===== src/rtl/nco_sweep_controller.sv =====
// nco_sweep_controller: steps an NCO frequency word from start to stop with per-word dwell,
// in single, sawtooth or triangle mode.
module nco_sweep_controller #(
  parameter int WORD_WIDTH  = 32,
  parameter int DWELL_WIDTH = 16
) (
  input  logic                   clk,
  input  logic                   rst,
  input  logic                   start,
  input  logic                   stop,
  input  logic [WORD_WIDTH-1:0]  start_word,
  input  logic [WORD_WIDTH-1:0]  stop_word,
  input  logic [WORD_WIDTH-1:0]  step_word,
  input  logic [DWELL_WIDTH-1:0] dwell_cycles,
  input  logic [1:0]             mode,
  output logic [WORD_WIDTH-1:0]  frequency_word,
  output logic                   nco_enable,
  output logic                   busy,
  output logic                   step_strobe,
  output logic                   sweep_done
);
  typedef enum logic [1:0] {IDLE, UP, DOWN} state_t;
  state_t state, state_n;
  logic [WORD_WIDTH-1:0] s_word, e_word, st_word, freq_n, up_w, dn_w;
  logic [DWELL_WIDTH-1:0] dwell, cnt, cnt_n;
  logic [1:0] mode_r;
  logic [WORD_WIDTH:0] up_sum, dn_diff;
  logic accept, dwell_end, degen, single, strobe_n, done_n;
  assign accept    = state == IDLE && start && !stop;
  assign up_sum    = {1'b0, frequency_word} + {1'b0, st_word};
  assign dn_diff   = {1'b0, frequency_word} - {1'b0, st_word};
  assign up_w      = (up_sum[WORD_WIDTH] || up_sum[WORD_WIDTH-1:0] >= e_word) ? e_word : up_sum[WORD_WIDTH-1:0];
  assign dn_w      = (dn_diff[WORD_WIDTH] || dn_diff[WORD_WIDTH-1:0] <= s_word) ? s_word : dn_diff[WORD_WIDTH-1:0];
  assign dwell_end = dwell <= DWELL_WIDTH'(1) || cnt == dwell - DWELL_WIDTH'(1);
  assign degen     = st_word == '0 || s_word >= e_word;
  assign single    = mode_r[0] == mode_r[1];
  always_ff @(posedge clk or posedge rst) begin
    if (rst) begin
      state          <= IDLE;
      frequency_word <= '0;
      cnt            <= '0;
      step_strobe    <= 1'b0;
      sweep_done     <= 1'b0;
      s_word         <= '0;
      e_word         <= '0;
      st_word        <= '0;
      dwell          <= '0;
      mode_r         <= '0;
    end else begin
      state          <= state_n;
      frequency_word <= freq_n;
      cnt            <= cnt_n;
      step_strobe    <= strobe_n;
      sweep_done     <= done_n;
      if (accept) begin
        s_word  <= start_word;
        e_word  <= stop_word;
        st_word <= step_word;
        dwell   <= dwell_cycles;
        mode_r  <= mode;
      end
    end
  end
  // Turnarounds reuse the clamped next-word of the new direction so endpoints dwell once.
  always_comb begin
    state_n  = state;
    freq_n   = frequency_word;
    cnt_n    = cnt + DWELL_WIDTH'(1);
    strobe_n = 1'b0;
    done_n   = 1'b0;
    if (stop) begin
      state_n = IDLE;
      cnt_n   = '0;
    end else if (state == IDLE) begin
      cnt_n = '0;
      if (start) begin
        state_n  = UP;
        freq_n   = start_word;
        strobe_n = 1'b1;
      end
    end else if (dwell_end) begin
      cnt_n = '0;
      if (degen) begin
        state_n = single ? IDLE : state;
        done_n  = single;
      end else if (state == UP && frequency_word == e_word) begin
        state_n  = single ? IDLE : (mode_r == 2'b10 ? DOWN : UP);
        done_n   = single;
        strobe_n = !single;
        freq_n   = single ? frequency_word : (mode_r == 2'b10 ? dn_w : s_word);
      end else if (state == UP) begin
        freq_n   = up_w;
        strobe_n = 1'b1;
      end else begin
        state_n  = frequency_word == s_word ? UP : DOWN;
        freq_n   = frequency_word == s_word ? up_w : dn_w;
        strobe_n = 1'b1;
      end
    end
  end
  always_comb begin
    busy       = state != IDLE;
    nco_enable = state != IDLE;
  end
endmodule


===== config.mk =====
export PLATFORM = sky130hd
export DESIGN_NAME = nco_sweep_controller
export DESIGN_NICKNAME = d
export VERILOG_FILES = /design/src/rtl/nco_sweep_controller.sv
export SDC_FILE = /design/constraint.sdc
export NUM_CORES = 1
export LEC_CHECK = 0
export ABC_AREA = 0
export BUFFER_PORTS_ARGS = -buffer_cell sky130_fd_sc_hd__clkbuf_2
export CORE_MARGIN = 2
export CORE_UTILIZATION = 45
export CTS_BUF_LIST = sky130_fd_sc_hd__clkbuf_8
export DETAILED_ROUTE_END_ITERATION = 8
export PLACE_DENSITY = 0.72
export SYNTH_ARGS = -nofsm -noshare
export SYNTH_HDL_FRONTEND = slang
export SYNTH_SLANG_ARGS = --single-unit

===== constraint.sdc =====
create_clock -name clk -period 7.7 [get_ports clk]
set_clock_uncertainty 0.2 [all_clocks]
set_input_delay 1.925 -clock clk [delete_from_list [all_inputs] [get_ports clk]]
set_output_delay 1.925 -clock clk [all_outputs]
set_load 0.1 [all_outputs]

==> results.cfg <==
[run_status]
outcome = completed

[critical_path]
r2r-start = frequency_word[6]
required_ns = 7.90
arrival_ns = 7.27
worst_setup_path_start_kind = flop
path_max_fanout = 17
critPathKind = reg2reg
cp-end-kind = flop
crit_path_start = frequency_word[6]

[grt]
grt_max_degree = 110
antenna_found_initial = 1
grt_usage_pct = 31.8
grt_pass1_wl_um = 85800
grt_pass1_vias = 14156
grt-ovfl-total = 0

[yosys]
synth_compound_area_share_pct = 20.6
syn_nets = 2131
syn-instance-count = 1846
synth_xor_area_share_pct = 8.93
yosys_warnings = 0
syn_area_um2 = 15100
ys_seq_area_share_pct = 27.5
syn_avg_cell_area_um2 = 8.18
muxShareOfSynthArea_pct = 5.30
ys.flop_type = dfrtp_1
synth_edf_count = 0
synth-simple-area-share_pct = 17.7
synth_top_family_by_area = compound AO/OA/AOI/OAI gates
synth-async-reset-ratio_pct = 100
ys_ff_latch = 166
synth_cell_type_count = 81
synthAdderAreaFrac_pct = 13.9

[hold_path]
hold_class = reg2reg
hold_start = cnt[0]

[floorplanning]
dieArea_um2 = 35000
io_pins = 154
core_region_area_um2 = 33300
rows = 67
initial_core_util_pct = 45.4
fp.dieH_um = 187
die_w_um = 187

[clock_tree]
cts_resized = 0
cts_tree = yes
cts.sinks = 166
ctsHoldBuffers = 0
cts.clk_slew.worst_paths_ns = 0.11
cts_buffers = 17
htreeDepth = 4
cts_root_buf = clkbuf_8
clock_latency_ns = 0.51
clockBufferDepth = 2
postCtsSetupBuffers = 0

[drt]
post_drt_via_cell_ratio = 6.16
dr.first_iter.drc_count = 1775
wl_per_cell_um = 23.3
drcViolationCount = 0
dr.pass1.iters = 6
drt-total-wl_um = 56100
vias = 14825
postRouteAntennaNets = 0

[placement]
placed_area_um2 = 16200
gp_congestion = 1.00
port_buffers = 153
post-dp-hpwl_um = 42900

[sta]
slew_headroom_pct = 4.64
final-hold-violation-count = 0
finalCriticalPeriod_ns = 7.07
worst_pin_slew_ns = 1.39
finalMaxSlewViolations = 0
tns_ns = 0
rsz0062_at_grt = no
fin_crit_sh_pct = 91.9
setup_viol = 0
fmax_mhz = 141

[power]
power.density_nw_per_um2 = 342
ir_drop_mv = 0.196
p_leak_nw = 7.59

[finish]
design_area_um2 = 16600
finalNetCount = 2230
layout_commonest_cell = nand2_1
regArea_um2 = 4150
drive_above_1_share_pct = 12.1
multiInputGateArea_um2 = 10100
area_growth_syn_to_layout_pct = 9.71
layout_common_cells = nand2_1 (201), dfrtp_1 (166), ha_1 (165), clkbuf_2 (153), o21ai_0 (147)
n_fill_cell = 3252

[job]
maxCapViolations = 0
## power by group
group / leakage, nW / switching, mW / internal (mW)
registers: 2.03 / 0.248 / 1.01
logic: 5.35 / 2.38 / 1.32
clock network: 0.201 / 0.393 / 0.310
## cells by family (layout without fill, tap and decap cells)
logic type,Yosys count,in the layout
simple gates,556,556
mux,79,79
flops,166,166
buf+inv,220,332
other cells,0,1
compound gates,504,504
fa+ha+maj,167,167
xor+xnor,154,154
## state kept, by name, indices dropped and copies added, names as in the netlist
register / cells
cnt: 16
dwell: 16
e_word: 32
frequency_word: 32
mode_r: 2
s_word: 32
st_word: 32
state: 2
step_strobe: 1
sweep_done: 1
## routing by layer
metal	vias to the layer above	wire, µm	GRT usage (%)
li1	6766	-	-
met1	7126	24000	43.8
met2	778	24200	47.8
met3	155	4990	6.25
met4	0	2820	15.6
met5	-	0	0
## cells in the mapped netlist, drive strengths merged (7+ instances only)
| cell | number | area [µm²] |
|---|---|---|
| clkbuf | 51 | 191 |
| nor4 | 48 | 328 |
| o21a | 7 | 52.6 |
| buf | 36 | 206 |
| nand2b | 15 | 93.8 |
| o22a | 24 | 210 |
| o22ai | 36 | 225 |
| xnor2 | 69 | 604 |
| nor3 | 16 | 80.1 |
| and3 | 11 | 68.8 |
| xor2 | 85 | 744 |
| o21bai | 7 | 52.6 |
| a21o | 25 | 188 |
| o211ai | 13 | 97.6 |
| mux2i | 71 | 711 |
| a31oi | 15 | 93.8 |
| nor2 | 131 | 492 |
| inv | 133 | 499 |
| mux2 | 8 | 90.1 |
| o21ai | 149 | 749 |
| nor2b | 19 | 119 |
| a211oi | 14 | 105 |
| or2 | 8 | 50.1 |
| dfrtp | 166 | 4150 |
| nand3 | 37 | 190 |
| o31ai | 17 | 141 |
| a21oi | 144 | 724 |
| or4 | 9 | 71.3 |
| ha | 165 | 2060 |
| nand2 | 202 | 761 |
| nand4 | 35 | 234 |
## worst paths after layout
kind                                      end  slack [ns]  cells past startpoint
max                        frequency_word[21]        0.63                     21
min in group asynchronous            dwell[8]        1.44                      2
min                                    cnt[0]        0.34                      1
min reg2reg                            cnt[0]        0.34                      1
max reg2reg                frequency_word[21]        0.63                     21
max in group asynchronous           e_word[4]        4.44                      3
## per-stage QoR
step                      total power [mW]  setup WS [ns]  cells  hold slack (ns)  utilization [%]
final                                 5.66          0.627   2407            0.342             49.8
after global routing                  5.99          0.359   2407            0.376             49.8
after CTS                             5.57          0.894   2406            0.337             49.8
after detailed placement              4.84          0.927   2374            0.314             48.6
after global placement                4.81           1.04   2374            0.308             48.6
after floorplan                       3.79           1.08   1846            0.281                -
## layout make-up
cell class / instances / area share, %
clock inverters: 13 / 0.891
clock buffers: 19 / 1.58
repair buffers: 167 / 5.26
diodes: 1 / 0.0151
multi-input cells: 1460 / 60.8
inverters: 133 / 3.04
well taps: 448 / 3.38
flip-flops and latches: 166 / 25.1
## critical path, stage by stage, from the launching register on
cell and delay, ns:
dfrtp_1 0.49, ha_1 0.57, nor2b_1 0.11, a2111oi_0 1.16, a21oi_1 0.25, nor3b_1 0.26
buf_4 0.18, o31ai_1 0.18, a211o_1 0.39, a31oi_1 0.25, xor2_1 0.13, ha_1 0.31
nand4_1 0.13, or2_2 0.33, nor3_1 0.38, o2111ai_1 0.20, a21boi_0 0.16, nand4_1 0.14
buf_4 0.34, mux2_2 0.38, a221oi_1 0.28, a21oi_1 0.12
(Power assumes the default switching activity.)
